File: config.mk
export PLATFORM = sky130hd
export DESIGN_NAME = inst_buffer
export DESIGN_NICKNAME = d
export VERILOG_FILES = /design/src/rtl/inst_buffer_pkg.sv /design/src/rtl/inst_buffer.sv
export SDC_FILE = /design/constraint.sdc
export NUM_CORES = 2
export LEC_CHECK = 0
export CAP_MARGIN = 30
export CELL_PAD_IN_SITES_DETAIL_PLACEMENT = 1
export CELL_PAD_IN_SITES_GLOBAL_PLACEMENT = 2
export CORE_UTILIZATION = 44
export DETAILED_ROUTE_END_ITERATION = 8
export GPL_TIMING_DRIVEN = 0
export PLACE_DENSITY = 0.84
export SLEW_MARGIN = 25
export SYNTH_ARGS = -nofsm -noshare
export SYNTH_HDL_FRONTEND = slang
export SYNTH_SLANG_ARGS = --single-unit
File: constraint.sdc
create_clock -name clock -period 12.9 [get_ports clock]
set_input_delay 2.58 -clock clock [delete_from_list [all_inputs] [get_ports clock]]
set_output_delay 2.58 -clock clock [all_outputs]
set_load 0.02 [all_outputs]
File: src/rtl/inst_buffer_pkg.sv
// Shared fetch/dispatch definitions for the instruction buffer.
//   N                  superscalar width (max enqueue/dequeue per cycle)
//   NUM_SCALAR_BITS    width of a 0..N slot count
//   INST_BUFFER_DEPTH  default buffer depth
//   fetch_packet_t     one fetched instruction and its PC
package inst_buffer_pkg;

  localparam int unsigned N                 = 3;
  localparam int unsigned NUM_SCALAR_BITS   = $clog2(N + 1);
  localparam int unsigned INST_BUFFER_DEPTH = 16;
  localparam int unsigned XLEN              = 32;

  typedef logic [XLEN-1:0] inst_t;
  typedef logic [XLEN-1:0] addr_t;

  typedef struct packed {
    inst_t inst;
    addr_t pc;
  } fetch_packet_t;

endpackage

File: src/rtl/inst_buffer.sv
// Circular FIFO between fetch and dispatch.
//   clock, reset          clock; synchronous active-high reset
//   flush                 mispredict recovery, drops every entry
//   inst_buffer_inputs    up to N packets from fetch, slot 0 oldest
//   instructions_valid    number of valid input slots
//   inst_buffer_spots     free space offered to fetch, min(DEPTH-count, N)
//   dispatch_packets      oldest entries, slot 0 = head, unused slots zero
//   dispatch_available    occupancy offered to dispatch, min(count, N)
//   dispatch_count        packets dispatch consumes this cycle
module inst_buffer
  import inst_buffer_pkg::*;
#(
  parameter int unsigned DEPTH = INST_BUFFER_DEPTH
) (
  input  logic                                 clock,
  input  logic                                 reset,
  input  logic                                 flush,
  input  fetch_packet_t [N-1:0]                inst_buffer_inputs,
  input  logic          [NUM_SCALAR_BITS-1:0]  instructions_valid,
  output logic          [NUM_SCALAR_BITS-1:0]  inst_buffer_spots,
  output fetch_packet_t [N-1:0]                dispatch_packets,
  output logic          [NUM_SCALAR_BITS-1:0]  dispatch_available,
  input  logic          [NUM_SCALAR_BITS-1:0]  dispatch_count
);

  localparam int unsigned PW = $clog2(DEPTH);
  localparam int unsigned CW = $clog2(DEPTH + 1);
  localparam int unsigned SW = NUM_SCALAR_BITS;

  fetch_packet_t r_mem [DEPTH];
  logic [PW-1:0] r_head, r_tail;
  logic [CW-1:0] r_count;

  logic [CW-1:0] w_free;
  logic [SW-1:0] w_spots, w_avail, w_enq, w_deq;
  logic [PW-1:0] w_head_next, w_tail_next;
  logic [CW-1:0] w_count_next;

  // Outputs depend on registered state only; enq/deq are clamped to what was offered.
  always_comb begin
    w_free             = CW'(DEPTH) - r_count;
    w_spots            = (w_free >= CW'(N)) ? SW'(N) : SW'(w_free);
    w_avail            = (r_count >= CW'(N)) ? SW'(N) : SW'(r_count);
    w_enq              = '0;
    w_deq              = '0;
    w_head_next        = r_head;
    w_tail_next        = r_tail;
    w_count_next       = r_count;
    inst_buffer_spots  = w_spots;
    dispatch_available = w_avail;
    dispatch_packets   = '0;

    for (int i = 0; i < int'(N); i++) begin
      if (SW'(i) < w_avail) dispatch_packets[i] = r_mem[r_head + PW'(i)];
    end

    if (flush) begin
      w_head_next  = '0;
      w_tail_next  = '0;
      w_count_next = '0;
    end else begin
      w_enq        = (instructions_valid > w_spots) ? w_spots : instructions_valid;
      w_deq        = (dispatch_count > w_avail) ? w_avail : dispatch_count;
      w_head_next  = r_head + PW'(w_deq);
      w_tail_next  = r_tail + PW'(w_enq);
      w_count_next = r_count + CW'(w_enq) - CW'(w_deq);
    end
  end

  // Pointer/occupancy state.
  always_ff @(posedge clock) begin
    if (reset) begin
      r_head  <= '0;
      r_tail  <= '0;
      r_count <= '0;
    end else begin
      r_head  <= w_head_next;
      r_tail  <= w_tail_next;
      r_count <= w_count_next;
    end
  end

  // Storage is not reset; multi-slot writes may wrap past DEPTH-1 via pointer truncation.
  always_ff @(posedge clock) begin
    if (!reset) begin
      for (int i = 0; i < int'(N); i++) begin
        if (SW'(i) < w_enq) r_mem[r_tail + PW'(i)] <= inst_buffer_inputs[i];
      end
    end
  end

endmodule
==> results.md <==
* Number of vias per cell after detailed routing at 8.05
* Simple-Gate Fraction of Synth Area at 0.0625
* Cell Pwr Density at 162 nW/um2
* Fillers at 18900
* Post-CTS setup repair buffer count at 0
* Number of buffers added by the clock tree synthesis step at 135
* Beginning of the critical path: r_head[0]
* Final-layout worst hold slack at 0.727 ns
* Number of H-tree levels at 4
* Startpoint of the most critical register-to-register path: r_count[0]
* Number of storage elements in the synthesis netlist at 1037
* XOR/XNOR share of the synthesized area at 0.00138
* Routed wirelength normalized by instance count at 48.0 um
* Worst-Skew Late Latency at 0.87 ns
* Aggregate global-route resource usage at 0.501
* Proportion of netlist area held by the largest area contributor at 0.374
* Fin crit share at 0.740
* Post-synth top cells: sky130_fd_sc_hd__edfxtp_1 (1024), sky130_fd_sc_hd__nand2_1 (920), sky130_fd_sc_hd__mux4_2 (896)
* Unrepaired setup endpoints after global routing: no
* Worst EP arrival at 6.96 ns
* Biggest fanout along the worst timing path at 10
* Ys flop type: sky130_fd_sc_hd__edfxtp_1
* Share of synthesized cell area in full adder, half adder and majority cells at 0.00417
* Number of antenna violations at the first check in global routing at 42
* Worst relative slew slack at 0.192
* Number of cells upsized or downsized after cts at 0
* Pin count of the biggest net entering global routing at 17
* Largest cells by area after synthesis: sky130_fd_sc_hd__edfxtp_1 (37%), sky130_fd_sc_hd__mux4_2 (25%), sky130_fd_sc_hd__mux2_1 (7.7%)
* DRC violations left at 56
* TritonCTS sink count at 1037
* Total number of yosys warnings at 0
* Post-Syn Area at 82300 um2
* Number of flops mapped to enable cells by yosys at 1024
* Final core utilization at 0.523
* Multiplexer fraction of the synthesized cell area at 0.393
* Synth Net Count at 6756
* Die ar. at 189000 um2
* Classification of the worst setup path: reg2out
* Most area-hungry cell type in the Yosys netlist: sky130_fd_sc_hd__edfxtp_1
* # setup viols final at 0
* Layout-stage area growth over the synthesis result at 18.1%
* Core Area at 186000 um2
* Sequential cell area fraction in the yosys report at 0.377
* Layout cells sized above 1 at 0.301
* Total count of hold-check failures in the final report at 0
* Buffers added on ports at 394
* Class of the tightest hold or removal check: reg2reg
* Data required, critical path at 10.32 ns
* Slew of the pin with the lowest slew margin at 1.21 ns
* Maxcap violations at 0
* Average size of a mapped cell at 12.6 um2
* Remaining antenna violation count at 0
* Top-level I/O count at 395
* GPL Wtd Cong at 1.03
* DP HPWL at 340 mm
* Number of global-route vias before repair at 78300
* Setup slack of the worst register-to-register path at 6.08 ns
* Quantity of hold-fixing buffers added after cts at 0
* Bufs on Longest Clock Path at 3
* Result of the run: complete, but fails checks
* Total area of sequential cells at 31000 um2
* Vias at 80900
* Crit end category: primary output
* Top-count cell post-synth: sky130_fd_sc_hd__edfxtp_1
* Min-delay src: r_count[4]
* Die H at 434 um
* Clock transition time at the flip-flop clock pins of the worst setup and hold paths at 0.06 ns
* Type of origin of the critical path: flop
* Achievable frequency at 105 MHz
* Shortest period the worst path allows at 9.54 ns
* Synthesized instance count at 6532
* CTS tree: yes
* Final clock skew at 0.0478 ns
* Sum Neg Setup Slack at 0 ns
* Root Buffer: sky130_fd_sc_hd__clkbuf_16
* Total iterations of the first detailed-routing run at 9
* Wire length of the first global-routing pass at 643 mm
* Maximum VDD drop at 0.000138 V
* Starting density of the core at 0.443
* Total wirelength of the detailed-routed design at 482 mm
* Slew Limit Fails at 0
* FFs w/ async S/R, synth at 0
* Number of distinct library cell variants in the gate-level netlist after synthesis at 55
* Number of cell rows at 158
* Die width at 434 um
* Combinational family with the most area after synthesis: multiplexers
* Total global routing overflow at 0
* Post-synthesis compound-gate area fraction at 0.118
* Failing checks: DRC
* Final Net Count at 7626
* First DRT Iteration DRCs at 15700
* Multi-input gate area at 47800 um2
* Static leakage power at 31.3 nW
[cells by family (layout without fill, tap and decap cells)]
family / count (synthesis) / count (layout)
AO/OA/AOI/OAI: 1460 / 1460
XOR/XNOR: 13 / 13
adder cells (fa/ha/maj): 25 / 25
buffers and inverters: 822 / 1801
flip-flops: 1037 / 1037
multiplexers: 1984 / 1984
other: 0 / 60
AND/OR/NAND/NOR: 1191 / 1191
[worst max-delay path, cell delays in order (launching register included)]
cell and delay, ns:
sky130_fd_sc_hd__dfxtp_1 0.61, sky130_fd_sc_hd__buf_2 0.22, sky130_fd_sc_hd__buf_4 0.35, sky130_fd_sc_hd__buf_4 0.43, sky130_fd_sc_hd__buf_2 0.64, sky130_fd_sc_hd__nand2_1 0.16, sky130_fd_sc_hd__xor2_1 0.28, sky130_fd_sc_hd__clkbuf_2 0.72
sky130_fd_sc_hd__clkbuf_1 0.88, sky130_fd_sc_hd__a211oi_1 0.13, sky130_fd_sc_hd__a211oi_1 0.90, sky130_fd_sc_hd__clkdlybuf4s50_1 0.78
[final cells by class]
type | instances | share of cell area
Multi-Input combinational cell | 4673 | 0.492
Sequential cell | 1037 | 0.319
Timing Repair Buffer | 733 | 0.0702
Buffer | 801 | 0.0383
Clock buffer | 161 | 0.0369
Tap cell | 2480 | 0.0319
Clock inverter | 85 | 0.00952
Antenna cell | 60 | 0.00155
Inverter | 21 | 0.000811
[registers in the layout, indices dropped and copies added, names as in the netlist]
signal   cells
r_mem     1024
r_count      5
r_tail       4
r_head       4
[where the power goes]
part	leakage (nW)	switching, W	internal, W
Sequential	9.29	0.000110	0.00389
Combinational	19.8	0.00474	0.00295
Clock	2.19	0.00174	0.00234
[placed cells by master (no fill, tap or decap), drive strengths merged, types with 3 or more instances in the layout]
master            n
mux2i            64
o211ai          776
nand2           920
clkinvlp          5
mux4            896
bufinv           18
xor2              4
clkinv           58
nand2b            3
mux2           1024
nor2             21
o2111ai           3
buf             597
edfxtp         1024
o21ai           520
clkdlybuf4s50   394
a21oi             5
fa                4
dfxtp            13
ha               21
nor2b           197
nand4            25
o311ai           11
inv              25
xnor2             9
clkbuf          704
and2             11
a211oi          129
diode            60
o21a              4
[per-stage QoR]
stage	total power (W)	cell area, um2	std cells	worst slack, ns
after floorplan	0.00792	82300	6532	0.786
after global placement	0.0111	89300	9406	-17.04
after detailed placement	0.0113	92200	9720	4.95
after CTS	0.0152	96700	9966	4.08
after global routing	0.0157	97000	10000	3.88
final	0.0158	97200	10100	3.36
[per-layer routing]
metal | vias up | wire, um | track usage
li1 | 28300 | - | -
met1 | 40300 | 157000 | 0.591
met2 | 9499 | 196000 | 0.695
met3 | 2799 | 81600 | 0.245
met4 | 43 | 47300 | 0.383
met5 | - | 634 | 0.0320
[final timing paths]
check                          to  depth (start not counted)
max          dispatch_packets[99]                         11
min                    r_count[4]                          4
max reg2reg          r_mem[3][40]                         21
min reg2reg            r_count[4]                          4
Power figures use the tool's default switching activity.
